==> config.mk <==
export PLATFORM = sky130hd
export DESIGN_NAME = branch_predictor_bht
export DESIGN_NICKNAME = d
export VERILOG_FILES = /design/src/rtl/branch_predictor_bht_pkg.sv /design/src/rtl/branch_predictor_bht_sat_counter_update.sv /design/src/rtl/branch_predictor_bht.sv
export SDC_FILE = /design/constraint.sdc
export NUM_CORES = 1
export LEC_CHECK = 0
export ABC_CLOCK_PERIOD_IN_PS = 5500
export CAP_MARGIN = 20
export CORE_MARGIN = 4
export CORE_UTILIZATION = 54
export DETAILED_ROUTE_END_ITERATION = 16
export GPL_TIMING_DRIVEN = 0
export PLACE_DENSITY = 0.82
export SLEW_MARGIN = 0
export SYNTH_ARGS = -nofsm -noshare
export SYNTH_HDL_FRONTEND = slang
export SYNTH_SLANG_ARGS = --single-unit
==> constraint.sdc <==
create_clock -name clk -period 5.5 [get_ports clk]
set_clock_uncertainty 0.1 [all_clocks]
set_input_delay 0.825 -clock clk [delete_from_list [all_inputs] [get_ports clk]]
set_output_delay 0.825 -clock clk [all_outputs]
set_load 0.02 [all_outputs]
==> src/rtl/branch_predictor_bht_pkg.sv <==
// Shared decode constants and counter reset value for the branch history table.
package branch_predictor_bht_pkg;

    localparam logic [4:0] OP_JAL    = 5'b11011;
    localparam logic [4:0] OP_BRANCH = 5'b11000;
    localparam logic [4:0] OP_JALR   = 5'b11001;

    // Weakly taken: only the MSB of a cnt_bits-wide counter is set.
    function automatic logic [2:0] cnt_reset_val(input int cnt_bits);
        return 3'(1) << (cnt_bits - 1);
    endfunction

endpackage

==> src/rtl/branch_predictor_bht_sat_counter_update.sv <==
// Combinational next-state of one saturating up/down counter.
module sat_counter_update #(
    parameter int CNT_BITS = 2
) (
    input  logic [CNT_BITS-1:0] cnt,
    input  logic                taken,
    output logic [CNT_BITS-1:0] cnt_next
);

    always_comb begin
        cnt_next = cnt;
        if (taken) begin
            if (cnt != '1) cnt_next = cnt + CNT_BITS'(1);
        end else begin
            if (cnt != '0) cnt_next = cnt - CNT_BITS'(1);
        end
    end

endmodule

==> src/rtl/branch_predictor_bht.sv <==
// Dynamic direction predictor for the IF stage: bimodal or gshare counter table,
// combinational lookup, trained by resolved branch outcomes from EX.
module branch_predictor_bht
    import branch_predictor_bht_pkg::*;
#(
    parameter int size      = 32,
    parameter int ENTRIES   = 64,
    parameter int CNT_BITS  = 2,
    parameter int GSHARE    = 0,
    parameter int HIST_BITS = 6
) (
    input  logic                       clk,
    input  logic                       reset,
    input  logic [size-1:0]            instruction,
    input  logic [size-1:0]            pc,
    input  logic [size-1:0]            IMM,
    input  logic                       isValid,
    output logic                       Predicted_MPC,
    output logic [size-1:0]            pred_target,
    output logic                       JALR,
    output logic [$clog2(ENTRIES)-1:0] pred_index,
    input  logic                       upd_valid,
    input  logic [$clog2(ENTRIES)-1:0] upd_index,
    input  logic                       upd_taken
);

    localparam int IDX = $clog2(ENTRIES);
    localparam logic [CNT_BITS-1:0] CNT_RST = CNT_BITS'(cnt_reset_val(CNT_BITS));

    logic [CNT_BITS-1:0] cnt_reg [ENTRIES];
    logic [CNT_BITS-1:0] upd_cnt_next;
    logic [IDX-1:0]      pc_index;
    logic [IDX-1:0]      lookup_index;
    logic [4:0]          opcode;
    logic                is_jal, is_branch, is_jalr;
    logic                unused_instr_bits;

    assign unused_instr_bits = ^{instruction[size-1:7], instruction[1:0]};

    assign opcode    = instruction[6:2];
    assign is_jal    = (opcode == OP_JAL);
    assign is_branch = (opcode == OP_BRANCH);
    assign is_jalr   = (opcode == OP_JALR);
    assign pc_index  = pc[IDX+1:2];

    sat_counter_update #(.CNT_BITS(CNT_BITS)) u_sat_counter_update (
        .cnt      (cnt_reg[upd_index]),
        .taken    (upd_taken),
        .cnt_next (upd_cnt_next)
    );

    // Reset wins over a coincident update, so no training survives a reset edge.
    always_ff @(posedge clk or posedge reset) begin
        if (reset) begin
            for (int i = 0; i < ENTRIES; i++) cnt_reg[i] <= CNT_RST;
        end else if (upd_valid) begin
            cnt_reg[upd_index] <= upd_cnt_next;
        end
    end

    generate
        if (GSHARE != 0) begin : g_gshare
            logic [HIST_BITS-1:0] ghr_reg;
            logic [HIST_BITS-1:0] ghr_next;

            // History is shifted at resolution time, never speculatively at fetch.
            if (HIST_BITS == 1) begin : g_hist1
                assign ghr_next = upd_taken;
            end else begin : g_histn
                assign ghr_next = {ghr_reg[HIST_BITS-2:0], upd_taken};
            end

            always_ff @(posedge clk or posedge reset) begin
                if (reset) begin
                    ghr_reg <= '0;
                end else if (upd_valid) begin
                    ghr_reg <= ghr_next;
                end
            end

            assign lookup_index = pc_index ^ IDX'(ghr_reg);
        end else begin : g_bimodal
            assign lookup_index = pc_index;
        end
    endgenerate

    assign pred_index    = lookup_index;
    assign pred_target   = pc + IMM;
    assign JALR          = isValid & is_jalr;
    assign Predicted_MPC = isValid & (is_jal | (is_branch & cnt_reg[lookup_index][CNT_BITS-1]));

endmodule

==> results by group, run 1 <==
Run status
  • Status: finished clean

Timing
  • Setup TNS: 0 ns
  • Hold slack: 0.3810 ns
  • Worst Tran Pin Value: 1.014 ns
  • Final slew viol count: 0
  • Final setup fails: 0
  • Fmax: 0.1859 GHz
  • Fin. Hold Viols: 0
  • Worst slew margin: 0.3206
  • Fin crit period: ~5.4 ns
  • Worst Slack Setup Final: 0.1202 ns
  • Fin crit share: 0.9782

Synthesis
  • Area share of the largest cell type after synthesis: 0.2017
  • Synth Area in Compound Gates: 0.2302
  • Net Count, Synth: 1,022
  • Yosys top cell by area: dfstp_2
  • Post-synth EDFFs: 0
  • Area share of and/or/nand/nor cells after synthesis: 0.1301
  • Xor/xnor share of the synthesized area: 0.03256
  • Main flop type after synthesis: dfstp_2
  • Multiplexer area fraction after synthesis: 0.1193
  • #FFs+latches synth: 128
  • Synthesis warning total: 0
  • Largest family of logic cells by synthesized area: compound AO/OA/AOI/OAI gates
  • Area contributors post-synth: dfstp_2, dfrtp_1, mux4_2, o21ai_0, nand2_1
  • Syn Inst Count: 883
  • Ys async rst share: 1.000
  • Syn Std Cell Area: 8338 um^2
  • Avg Synthesized Cell Area: 9.443 um^2
  • Yosys cell types: 60
  • Post-Synth Adder-Cell Area: 0.05147
  • Sequential share of the synthesized area: 0.3938

Clocking
  • Max clock buf depth: 2
  • Clock root buffer: clkbuf_16
  • CTS tree: done
  • H-tree levels: 4
  • Post-CTS Hold Buffers: 0
  • CTS Buf Count: 17
  • Clock net sink count: 128
  • Clock Latency Late Sink: between 0.4 and 0.5 ns
  • Clock-pin slew on the worst setup and hold paths: 0.05 ns

Power and ir drop
  • Part of the power in combinational logic: 0.258
  • Sw Share: 0.3020
  • Max VDD drop: 262.6 uV
  • Seq pwr share: 0.365
  • Clk network pwr share: 0.377
  • Net Switching: approximately 0.97 mW
  • Int Pwr: 2.252 mW
  • Leakage power: roughly 4.2 nW
  • Power per cell area: 307.9 nW/um^2

Cells and area
  • ANT cells: 0
  • Share of layout cells above drive strength 1: 0.1902
  • Fill cells: 1,154
  • Max reg flops: around 130
  • Fin nets: 1,162
  • Register area: 3283 um^2
  • Non-filler instance count after layout: about 1,200
  • Area of the multi-input gates: 4740 um^2
  • Area growth, synth to finish: 25.68%
  • Finished Cell Area: 10,480 um^2

Routing
  • DRC: 0
  • Wirelength per Cell: 21.31 um
  • DRT antenna net count: 0
  • Final wirelength: 26,090 um
  • 1st-iter DRT viols: 920
  • Number of detailed-route iterations in the first pass: 5
  • Via count: 7,860
  • Vias per cell: 6.422

Worst setup path
  • Worst endpoint required time: 4.58 ns
  • CP endpoint: pred_target[26]
  • Worst Setup Path Type: in -> out
  • R2R setup slack: 2.23 ns
  • Reg2Reg Depth: 9
  • Crit path DAT: 4.45 ns
  • Max FO, Critical Path: 3
  • Worst setup EP type: output port
  • CP Launch Point: pc[0]
  • Critical Path Source Type: input port
  • FF-to-FF Start: cnt_reg[47]
  • Crit Reg-Reg Endpoint: cnt_reg[59]

Floorplan
  • Die Width: 132.3 um
  • Core ar.: 15,150 um^2
  • Die Ht: 132.3 um
  • Starting Density: 0.5505
  • DIE AREA: 17,490 um^2
  • I/O pin count: 147
  • # rows: 45

GRT
  • First-pass GRT wire length: ~42,000 um
  • Grt total ovfl: 0
  • Number of global-route vias before repair: approximately 7,600
  • Initial antenna violation count: 0
  • Largest net degree at the start of global routing: 85
  • GRT Util Overall: 0.2999

Min path
  • Tightest Hold Check Type: reg -> reg

Run
  • Max Cap Viol: 0

Placement
  • Port buffer count: between 100 and 150
  • DP Area: a little under 10,000 um^2
  • Setup WS pre-CTS: -0.8890 ns
  • DP Cell Count: around 1,200
  • Dpl hpwl: roughly 19,000 um
  • RD Place Congestion: 0.9688
-- cells by family after synthesis --
group / count (synthesis)
mux: 56
buf+inv: 75
xor+xnor: 31
flops: 128
fa+ha+maj: 34
simple gates: 253
compound gates: 306
-- how the worst min path moves through the flow --
stage	startpoint	end	slack, ns	cells past startpoint
3_3_place_gp	cnt_reg[54]	cnt_reg[54]	0.36	2
5_1_grt	cnt_reg[112]	cnt_reg[112]	0.40	2
4_1_cts	cnt_reg[51]	cnt_reg[51]	0.38	2
3_5_place_dp	cnt_reg[51]	cnt_reg[51]	0.37	2
2_1_floorplan	cnt_reg[18]	cnt_reg[18]	0.34	2
6_report	cnt_reg[22]	cnt_reg[22]	0.38	2
-- per-stage QoR --
| stage | power (mW) | utilization |
|---|---|---|
| final | 3.226 | 0.6919 |
| after global routing | 3.351 | 0.6919 |
| after CTS | 3.218 | 0.6906 |
| after detailed placement | 1.997 | 0.6463 |
| after global placement | 1.972 | 0.6427 |
| after floorplan | 1.662 | - |
-- cell usage in the layout, fill, tap and decap left out, types with 4 or more instances in the layout --
cell / synthesis / routed
a221oi_1: 10 / 8
clkdlybuf4s50_1: 0 / 112
clkbuf_1: 27 / 26
a22oi_1: 8 / 8
xor2_1: 10 / 10
o22ai_1: 5 / 5
clkbuf_16: 0 / 17
o31ai_1: 26 / 26
a31oi_1: 7 / 7
bufinv_16: 0 / 4
xnor2_1: 21 / 21
a21oi_1: 42 / 42
inv_1: 16 / 15
nor2b_1: 10 / 10
mux4_2: 34 / 34
o31ai_2: 14 / 14
ha_1: 31 / 31
mux2i_1: 15 / 15
dfrtp_1: 64 / 64
o21ai_0: 146 / 146
o21bai_1: 5 / 5
mux2_2: 7 / 7
nand2_1: 166 / 166
a21o_1: 14 / 14
dfstp_2: 64 / 64
nor3_1: 8 / 6
nand4_1: 6 / 6
and3_1: 4 / 4
o211ai_1: 4 / 4
buf_4: 8 / 11
nand3_1: 13 / 13
buf_2: 17 / 19
a21boi_0: 4 / 4
nor2_1: 28 / 28
-- area by class of cell --
cell class	instances	area share
multi-input combinational	680	0.4523
tap	188	0.02245
buffer	59	0.02854
sequential	128	0.3133
clock inverter	12	0.01731
clock buffer	20	0.04358
inverter	16	0.006209
timing repair buffer	121	0.1163
-- layer usage --
metal / vias up / share of wire / routed length [um] / GRT usage
met5: - / 0 / 0 / 0
met4: 0 / 0.037 / 977 / 0.1259
met3: 93 / 0.11 / 2889 / 0.09504
met2: 496 / 0.46 / 11930 / 0.4698
met1: 3722 / 0.39 / 10290 / 0.3875
li1: 3549 / - / - / -
-- critical path: stages --
cell             delay, ns
clkdlybuf4s50_1       0.41
ha_1                  0.23
fa_1                  0.42
a21o_1                0.24
a221oi_4              0.31
o211ai_1              0.18
a221oi_2              0.32
o21ai_0               0.19
a2111oi_2             0.44
nor2_1                0.12
xnor2_1               0.15
clkdlybuf4s50_1       0.63
-- cell usage after synthesis (all sizes together) (3+ instances only) --
cell type,count
and2,4
ha,31
a21oi,42
o21ai,146
and3,4
a211oi,3
a221oi,10
nor3,8
clkbuf,27
dfstp,64
a21boi,4
xnor2,21
o22ai,5
mux2i,15
o21a,3
a31oi,7
mux2,7
o21bai,5
nand4,6
a22o,3
nor2b,10
mux4,34
nor3b,3
nor2,28
a22oi,8
nand2,166
o31ai,40
a21o,14
inv,16
nand3,13
o211ai,4
dfrtp,64
buf,32
xor2,10
-- repair_timing --
action                                 CTS  global route
endpoints found under the hold margin    0             0
setup buffers                            1             1
pin swaps                                1             1
gates resized for setup                  9             7
setup endpoints to repair               10             6
-- power by group through the flow --
stage | sequential (mW) | combinational, mW | clock (mW)
finish | 1.18 | 0.833 | 1.22
global route | 1.19 | 0.899 | 1.27
CTS | 1.17 | 0.823 | 1.22
detailed placement | 1.18 | 0.814 | 0
global placement | 1.18 | 0.793 | 0
floorplan | 1.14 | 0.517 | 0
Power figures use the tool's default switching activity.
==> inputs of run 2 (changes only) <==
--- a/config.mk
+++ b/config.mk
@@ -5,13 +5,13 @@
 export SDC_FILE = /design/constraint.sdc
 export NUM_CORES = 1
 export LEC_CHECK = 0
-export ABC_CLOCK_PERIOD_IN_PS = 5500
+export ABC_CLOCK_PERIOD_IN_PS = 6400
 export CAP_MARGIN = 20
 export CORE_MARGIN = 4
-export CORE_UTILIZATION = 54
+export CORE_UTILIZATION = 58
 export DETAILED_ROUTE_END_ITERATION = 16
 export GPL_TIMING_DRIVEN = 0
-export PLACE_DENSITY = 0.82
+export PLACE_DENSITY = 0.87
 export SLEW_MARGIN = 0
 export SYNTH_ARGS = -nofsm -noshare
 export SYNTH_HDL_FRONTEND = slang
==> constraint.sdc (replaced) <==
create_clock -name clk -period 6.4 [get_ports clk]
set_clock_uncertainty 0.1 [all_clocks]
set_input_delay 0.96 -clock clk [delete_from_list [all_inputs] [get_ports clk]]
set_output_delay 0.96 -clock clk [all_outputs]
set_load 0.02 [all_outputs]
==> run 2 against run 1 <==
Compared with the run above: clock power fell by 26%; highest routed layer unchanged; design area decreased by 1.3%; combinational power shrank 14%; clock-buffer cell count grew 7; via count rose by 1.4%; largest power group is now sequential cells; core utilization is 4.8 points higher; critical path type unchanged; sequential cell count is the same.
==> results by group, run 2 (synthesis gave the netlist of run 1 again) <==
Worst setup path
  • Maximum single-stage delay on the critical path: 0.80 ns (was 0.63 ns)
  • Top cell by count, worst path: mux4_2 (was clkdlybuf4s50_1)
  • Worst setup EP type: output port (unchanged)
  • CP Launch Point: pc[2] (was pc[0])
  • WP buf/inv: 4 (was 2)
  • Crit-path cells: clkdlybuf4s50_1, clkbuf_1, clkdlybuf4s15_1, mux4_2, mux4_2, mux4_2, nand2_1, a21oi_1, clkdlybuf4s50_1 (was clkdlybuf4s50_1, ha_1, fa_1, a21o_1, a221oi_4, o211ai_1, a221oi_2, o21ai_0, a2111oi_2, nor2_1, xnor2_1, clkdlybuf4s50_1)
  • Crit-path slowest cell: clkdlybuf4s15_1 (was clkdlybuf4s50_1)
  • Critical Path Source Type: input port (unchanged)
  • Worst Setup Path Type: in -> out (unchanged)
  • R2R setup slack: 3.13 ns (was 2.23 ns)
  • Top delay family on crit path: buffers and inverters (was compound AO/OA/AOI/OAI gates)
  • Crit Reg-Reg Endpoint: cnt_reg[45] (was cnt_reg[59])
  • Reg2Reg Depth: 9 (unchanged)
  • Crit path DAT: 5.10 ns (was 4.45 ns)
  • FF-to-FF Start: cnt_reg[47] (unchanged)
  • Max FO, Critical Path: 10 (was 3)
  • Worst endpoint required time: 5.34 ns (was 4.58 ns)

Clocking
  • Post-CTS Hold Buffers: 0 (unchanged)
  • CTS tree: done (unchanged)
  • Post-CTS setup buffer count: 0 (was 1)
  • Max clock buf depth: 2 (unchanged)
  • Clock Latency Late Sink: 0.43 ns (about the same)
  • Clock-pin slew on the worst setup and hold paths: 0.06 ns (was 0.05 ns)
  • CTS Buf Count: 17 (unchanged)
  • Clock net sink count: 128 (unchanged)
  • Clock root buffer: clkbuf_16 (unchanged)
  • H-tree levels: 4 (unchanged)

GRT
  • Initial antenna violation count: 0 (unchanged)
  • First-pass GRT wire length: 41,190 um (was 41,500 um)
  • Largest net degree at the start of global routing: 72 (was 85)
  • GRT Util Overall: 0.3251 (was 0.2999)
  • Number of global-route vias before repair: 7,802 (was 7,567)
  • Grt total ovfl: 0 (unchanged)

Floorplan
  • # rows: 43 (was 45)
  • Die Width: 127.9 um (was 132.3 um)
  • Die Ht: 127.9 um (was 132.3 um)
  • DIE AREA: 16,360 um^2 (was 17,490 um^2)
  • Core ar.: 13,990 um^2 (was 15,150 um^2)
  • Starting Density: 0.5961 (was 0.5505)
  • I/O pin count: 147 (unchanged)

Cells and area
  • Area growth, synth to finish: 24.08% (was 25.68%)
  • Final core occ: 0.7396 (was 0.6919)
  • Most common cell after layout, fill and taps aside: nand2_1 (unchanged)
  • Max reg flops: 128 (unchanged)
  • Commonest cells after routing, fill and taps aside: nand2_1, o21ai_0, clkdlybuf4s50_1, dfrtp_1, dfstp_2 (unchanged)
  • Area of the multi-input gates: 4722 um^2 (was 4740 um^2)
  • Finished Cell Area: 10,350 um^2 (was 10,480 um^2)
  • Non-filler instance count after layout: 1,213 (was 1,224)
  • Register area: 3283 um^2 (unchanged)
  • Fill cells: 1,019 (was 1,154)
  • ANT cells: 0 (unchanged)
  • Fin nets: 1,159 (was 1,162)
  • Share of layout cells above drive strength 1: 0.1810 (was 0.1902)

Placement
  • Port buffer count: 116 (unchanged)
  • RD Place Congestion: 1.001 (was 0.9688)
  • Setup WS pre-CTS: -0.1922 ns (was -0.8890 ns)
  • Dpl hpwl: 19,280 um (was 18,730 um)
  • DP Area: 9774 um^2 (was 9789 um^2)
  • DP Cell Count: 1,181 (was 1,190)

Run status
  • Status: finished clean (unchanged)

Timing
  • Fin crit period: about 6.2 ns
  • Final slew viol count: 0 (unchanged)
  • Worst Tran Pin Value: 1.053 ns (was 1.014 ns)
  • Fin crit share: 0.9627
  • Worst slew margin: 0.2940 (was 0.3206)
  • Worst Slack Setup Final: 0.2386 ns (was 0.1202 ns)
  • Final setup fails: 0 (unchanged)
  • Unrepaired setup endpoints after global routing: no
  • Hold slack: 0.3764 ns (was 0.3810 ns)
  • Fmax: between 0.15 and 0.2 GHz
  • Fin. Hold Viols: 0 (unchanged)
  • Setup TNS: 0 ns (unchanged)

Power and ir drop
  • Int Pwr: 1.812 mW (was 2.252 mW)
  • Leakage power: 4.122 nW (was 4.195 nW)
  • Max VDD drop: 208.9 uV (was 262.6 uV)
  • Total power: 2.629 mW (was 3.226 mW)
  • Clk network pwr share: 0.343 (was 0.377)
  • Net Switching: 0.8166 mW (was 0.9744 mW)
  • Part of the power in combinational logic: 0.272 (was 0.258)
  • Power per cell area: 254.1 nW/um^2 (was 307.9 nW/um^2)
  • Seq pwr share: 0.385 (was 0.365)
  • Sw Share: 0.3106 (was 0.3020)

Min path
  • Tightest Hold Check Type: reg -> reg (unchanged)
  • Hold_sp: cnt_reg[16] (was cnt_reg[22])
  • Min-Delay Endpoint: cnt_reg[16] (was cnt_reg[22])
  • Hold depth: 2 (unchanged)

Routing
  • DRC: 0 (unchanged)
  • Number of detailed-route iterations in the first pass: 6 (was 5)
  • Wirelength per Cell: 21.64 um (was 21.31 um)
  • Vias per cell: 6.569 (was 6.422)
  • DRT antenna net count: 0 (unchanged)
  • 1st-iter DRT viols: 904 (was 920)
  • Final wirelength: 26,240 um (was 26,090 um)
  • Via count: 7,968 (was 7,860)

Run
  • Max Cap Viol: 0 (unchanged)
[run 2: cell count changes in the layout (fill, tap and decap cells not counted), moves of 2 or more]
cell,change
buf_2,-2
buf_4,-2
bufinv_16,-4
clkbuf_1,+5
clkbuf_2,-2
clkbuf_8,+4
clkdlybuf4s50_1,+3
clkinv_2,+2
clkinv_4,-3
dlygate4sd2_1,-2
inv_6,-2
[run 2: how the worst max path moves through the flow]
stage,endpoint,cells past startpoint
finish,Predicted_MPC,9
global route,Predicted_MPC,9
CTS,pred_target[30],11
detailed placement,pred_target[30],11
global placement,pred_target[30],11
floorplan,pred_target[30],10
[run 2: power by group through the flow]
stage	combinational, mW	sequential, mW	clock [mW]
after global placement	0.682	1.01	0
after floorplan	0.445	0.983	0
final	0.715	1.01	0.901
after global routing	0.771	1.02	0.938
after detailed placement	0.703	1.02	0
after CTS	0.708	1.01	0.899
[run 2: final cells by class]
| class | count | share of cell area |
|---|---|---|
| Clock buffer | 27 | 0.05055 |
| Sequential cell | 128 | 0.3173 |
| Tap cell | 180 | 0.02177 |
| Multi-Input combinational cell | 680 | 0.4564 |
| Clock inverter | 5 | 0.002661 |
| Timing Repair Buffer | 118 | 0.1159 |
| Buffer | 59 | 0.02914 |
| Inverter | 16 | 0.006289 |
[run 2: routing by layer]
| metal | up-vias | global-route usage | share of wire |
|---|---|---|---|
| li1 | 3529 | - | - |
| met1 | 3763 | 0.4206 | 0.38 |
| met2 | 568 | 0.5074 | 0.46 |
| met3 | 108 | 0.08458 | 0.12 |
| met4 | 0 | 0.1648 | 0.045 |
| met5 | - | 0 | 0 |
[run 2: timing repair]
item | 4_1_cts | 5_1_grt
gates resized for setup | 2 | 3
setup endpoints to repair | 2 | 4
pin swaps | 0 | 0
[run 2: worst min-delay path, delay by kind of cell (launching register included)]
family          cells  cell delay (ns)
flops               1             0.34
compound gates      1             0.06
simple gates        1             0.04
==> inputs of run 3 (changes only) <==
--- a/config.mk
+++ b/config.mk
@@ -8,11 +8,12 @@
 export ABC_CLOCK_PERIOD_IN_PS = 6400
 export CAP_MARGIN = 20
 export CORE_MARGIN = 4
-export CORE_UTILIZATION = 58
+export CORE_UTILIZATION = 45
 export DETAILED_ROUTE_END_ITERATION = 16
 export GPL_TIMING_DRIVEN = 0
-export PLACE_DENSITY = 0.87
+export PLACE_DENSITY = 0.7
 export SLEW_MARGIN = 0
 export SYNTH_ARGS = -nofsm -noshare
 export SYNTH_HDL_FRONTEND = slang
 export SYNTH_SLANG_ARGS = --single-unit
+export TNS_END_PERCENT = 5
==> run 3 against run 2 <==
Compared with the run above: global-route usage is 7.2 points lower; sequential power about the same; clock power rose by 18%; clock-buffer cell count down 9; critical path type unchanged; highest routed layer unchanged.
==> results by group, run 3 (synthesis gave the netlist of run 1 again) <==
Run status
  • Status: finished clean (unchanged)

Clocking
  • Clock Latency Late Sink: 0.43 ns (about the same)
  • Post-CTS setup buffer count: 0 (unchanged)
  • CTS Buf Count: 17 (unchanged)
  • CTS tree: done (unchanged)
  • Clock-pin slew on the worst setup and hold paths: 0.06 ns (about the same)
  • Clock net sink count: 128 (unchanged)
  • Clock root buffer: clkbuf_16 (unchanged)
  • H-tree levels: 4 (unchanged)
  • Max clock buf depth: 2 (unchanged)

Routing
  • DRC: 0 (unchanged)
  • 1st-iter DRT viols: 716 (was 904)
  • Via count: 7,682 (was 7,968)
  • Number of detailed-route iterations in the first pass: 5 (was 6)
  • Final wirelength: 25,810 um (was 26,240 um)
  • Vias per cell: 6.087 (was 6.569)
  • DRT antenna net count: 0 (unchanged)
  • Wirelength per Cell: 20.45 um (was 21.64 um)

Cells and area
  • Final core occ: 0.5804 (was 0.7396)
  • Area growth, synth to finish: 25.90% (was 24.08%)
  • Share of layout cells above drive strength 1: 0.1868 (was 0.1810)
  • ANT cells: 0 (unchanged)
  • Max reg flops: 128 (unchanged)
  • Fin nets: 1,159 (unchanged)
  • Commonest cells after routing, fill and taps aside: nand2_1, o21ai_0, clkdlybuf4s50_1, dfrtp_1, dfstp_2 (unchanged)
  • Most common cell after layout, fill and taps aside: nand2_1 (unchanged)

Timing
  • Fin crit share: 0.9422 (was 0.9627)
  • Final setup fails: 0 (unchanged)
  • Fin crit period: 6.030 ns (was 6.161 ns)
  • Setup TNS: 0 ns (unchanged)
  • Worst Tran Pin Value: 1.035 ns (was 1.053 ns)
  • Worst slew margin: 0.3078 (was 0.2940)
  • Fin. Hold Viols: 0 (unchanged)
  • Final slew viol count: 0 (unchanged)
  • Unrepaired setup endpoints after global routing: no (unchanged)
  • Fmax: 0.1658 GHz (was 0.1623 GHz)

Placement
  • Port buffer count: 116 (unchanged)
  • Dpl hpwl: 19,060 um (was 19,280 um)
  • RD Place Congestion: 1.002 (was 1.001)

Worst setup path
  • Worst Setup Path Type: in -> out (unchanged)
  • R2R setup slack: 3.12 ns (was 3.13 ns)
  • Worst setup EP type: output port (unchanged)
  • Worst endpoint required time: 5.34 ns (about the same)
  • Top delay family on crit path: compound AO/OA/AOI/OAI gates (was buffers and inverters)
  • Crit-path slowest cell: clkdlybuf4s50_1 (was clkdlybuf4s15_1)
  • Critical Path Source Type: input port (unchanged)
  • WP buf/inv: 2 (was 4)
  • Top cell by count, worst path: clkdlybuf4s50_1 (was mux4_2)
  • FF-to-FF Start: cnt_reg[76] (was cnt_reg[47])
  • Crit-path cells: clkdlybuf4s50_1, ha_1, and3_1, a221oi_1, o211ai_1, a221oi_2, o21ai_0, a2111oi_2, o41ai_1, xor2_1, clkdlybuf4s50_1 (was clkdlybuf4s50_1, clkbuf_1, clkdlybuf4s15_1, mux4_2, mux4_2, mux4_2, nand2_1, a21oi_1, clkdlybuf4s50_1)
  • Max FO, Critical Path: 6 (was 10)
  • Reg2Reg Depth: 9 (unchanged)
  • Crit path DAT: 4.97 ns (was 5.10 ns)
  • Crit Reg-Reg Endpoint: cnt_reg[45] (unchanged)
  • Maximum single-stage delay on the critical path: 0.63 ns (was 0.80 ns)

Floorplan
  • # rows: 49 (was 43)
  • I/O pin count: 147 (unchanged)
  • Core ar.: 18,090 um^2 (was 13,990 um^2)
  • Die Ht: 144.1 um (was 127.9 um)
  • Starting Density: 0.4610 (was 0.5961)
  • DIE AREA: 20,770 um^2 (was 16,360 um^2)
  • Die Width: 144.1 um (was 127.9 um)

GRT
  • Initial antenna violation count: 0 (unchanged)
  • GRT Util Overall: 0.2531 (was 0.3251)
  • Largest net degree at the start of global routing: 81 (was 72)
  • Grt total ovfl: 0 (unchanged)
  • Number of global-route vias before repair: 7,396 (was 7,802)
  • First-pass GRT wire length: 40,440 um (was 41,190 um)

Min path
  • Hold_sp: cnt_reg[24] (was cnt_reg[16])
  • Tightest Hold Check Type: reg -> reg (unchanged)
  • Min-Delay Endpoint: cnt_reg[24] (was cnt_reg[16])
  • Hold depth: 2 (unchanged)

Power and ir drop
  • Leakage power: 4.159 nW (was 4.122 nW)
  • Power per cell area: 264.7 nW/um^2 (was 254.1 nW/um^2)
  • Max VDD drop: 198.1 uV (was 208.9 uV)

Run
  • Max Cap Viol: 0 (unchanged)
## run 3: changes by cell type in the layout (fill, tap and decap cells not counted), moves of 3 or more
cell | previous run | this run
clkbuf_8 | 6 | 1
bufinv_16 | 0 | 4
clkbuf_1 | 31 | 27
clkinv_2 | 4 | 1
clkinv_4 | 0 | 3
inv_6 | 1 | 4
## run 3: power breakdown
group / leakage, nW / total [mW] / switching [mW] / internal (mW)
logic: 2.33 / 0.709 / 0.387 / 0.322
registers: 1.52 / 1.01 / 0.0730 / 0.935
clock network: 0.309 / 1.06 / 0.392 / 0.669
total: 4.16 / 2.78 / 0.852 / 1.93
## run 3: per-layer routing
metal / GRT usage / vias to the layer above / wire (um)
met2: 0.3890 / 438 / 11420
met1: 0.3427 / 3637 / 10750
met3: 0.06779 / 70 / 2782
met5: 0 / - / 0
met4: 0.09911 / 0 / 861
li1: - / 3537 / -
## run 3: area by class of cell
class	instances	area [um^2]
repair buffers	118	1196
clock buffers	18	439.2
inverters	16	65.06
well taps	229	286.5
fillers	1553	7589
clock inverters	14	203.9
plain buffers	59	296.5
flip-flops and latches	128	3283
multi-input cells	680	4727
## run 3: worst reg2reg max path, stage by stage (launching register included)
cell and delay [ns]:
dfrtp_1 0.39, mux2i_1 0.18, nor2_1 0.06, a311oi_1 0.35, o22ai_1 0.15, a221o_1 0.40, nor4_1 0.29, maj3_1 0.55
clkbuf_1 0.48, o21ai_0 0.21
## run 3: how the worst max path moves through the flow
stage / from / end / slack (ns) / cells past startpoint
floorplan: pc[0] / pred_target[30] / 1.46 / 10
global placement: pc[4] / pred_target[30] / -0.21 / 11
detailed placement: pc[4] / pred_target[30] / -0.22 / 11
CTS: pc[4] / pred_target[30] / 0.1 / 11
global route: pc[5] / pred_target[30] / 0.11 / 11
finish: pc[5] / pred_target[30] / 0.37 / 11
## run 3: per-stage QoR
step	instances	cell area [um^2]	total power [mW]	hold slack, ns	setup slack [ns]
4_1_cts	1262	10490	2.779	0.3828	0.09830
2_1_floorplan	883	8338	1.428	0.3446	1.460
5_1_grt	1262	10500	2.896	0.3986	0.1051
3_3_place_gp	1228	9786	1.704	0.3577	-0.2102
6_report	1262	10500	2.778	0.3819	0.3696
3_5_place_dp	1230	9838	1.720	0.3697	-0.2172
## run 3: timing repair
action                                  in CTS  in global routing
pin swaps                                    0                  0
hold buffers                                 0                  0
endpoints found under the setup margin       2                  3
gates resized for setup                      2                  4
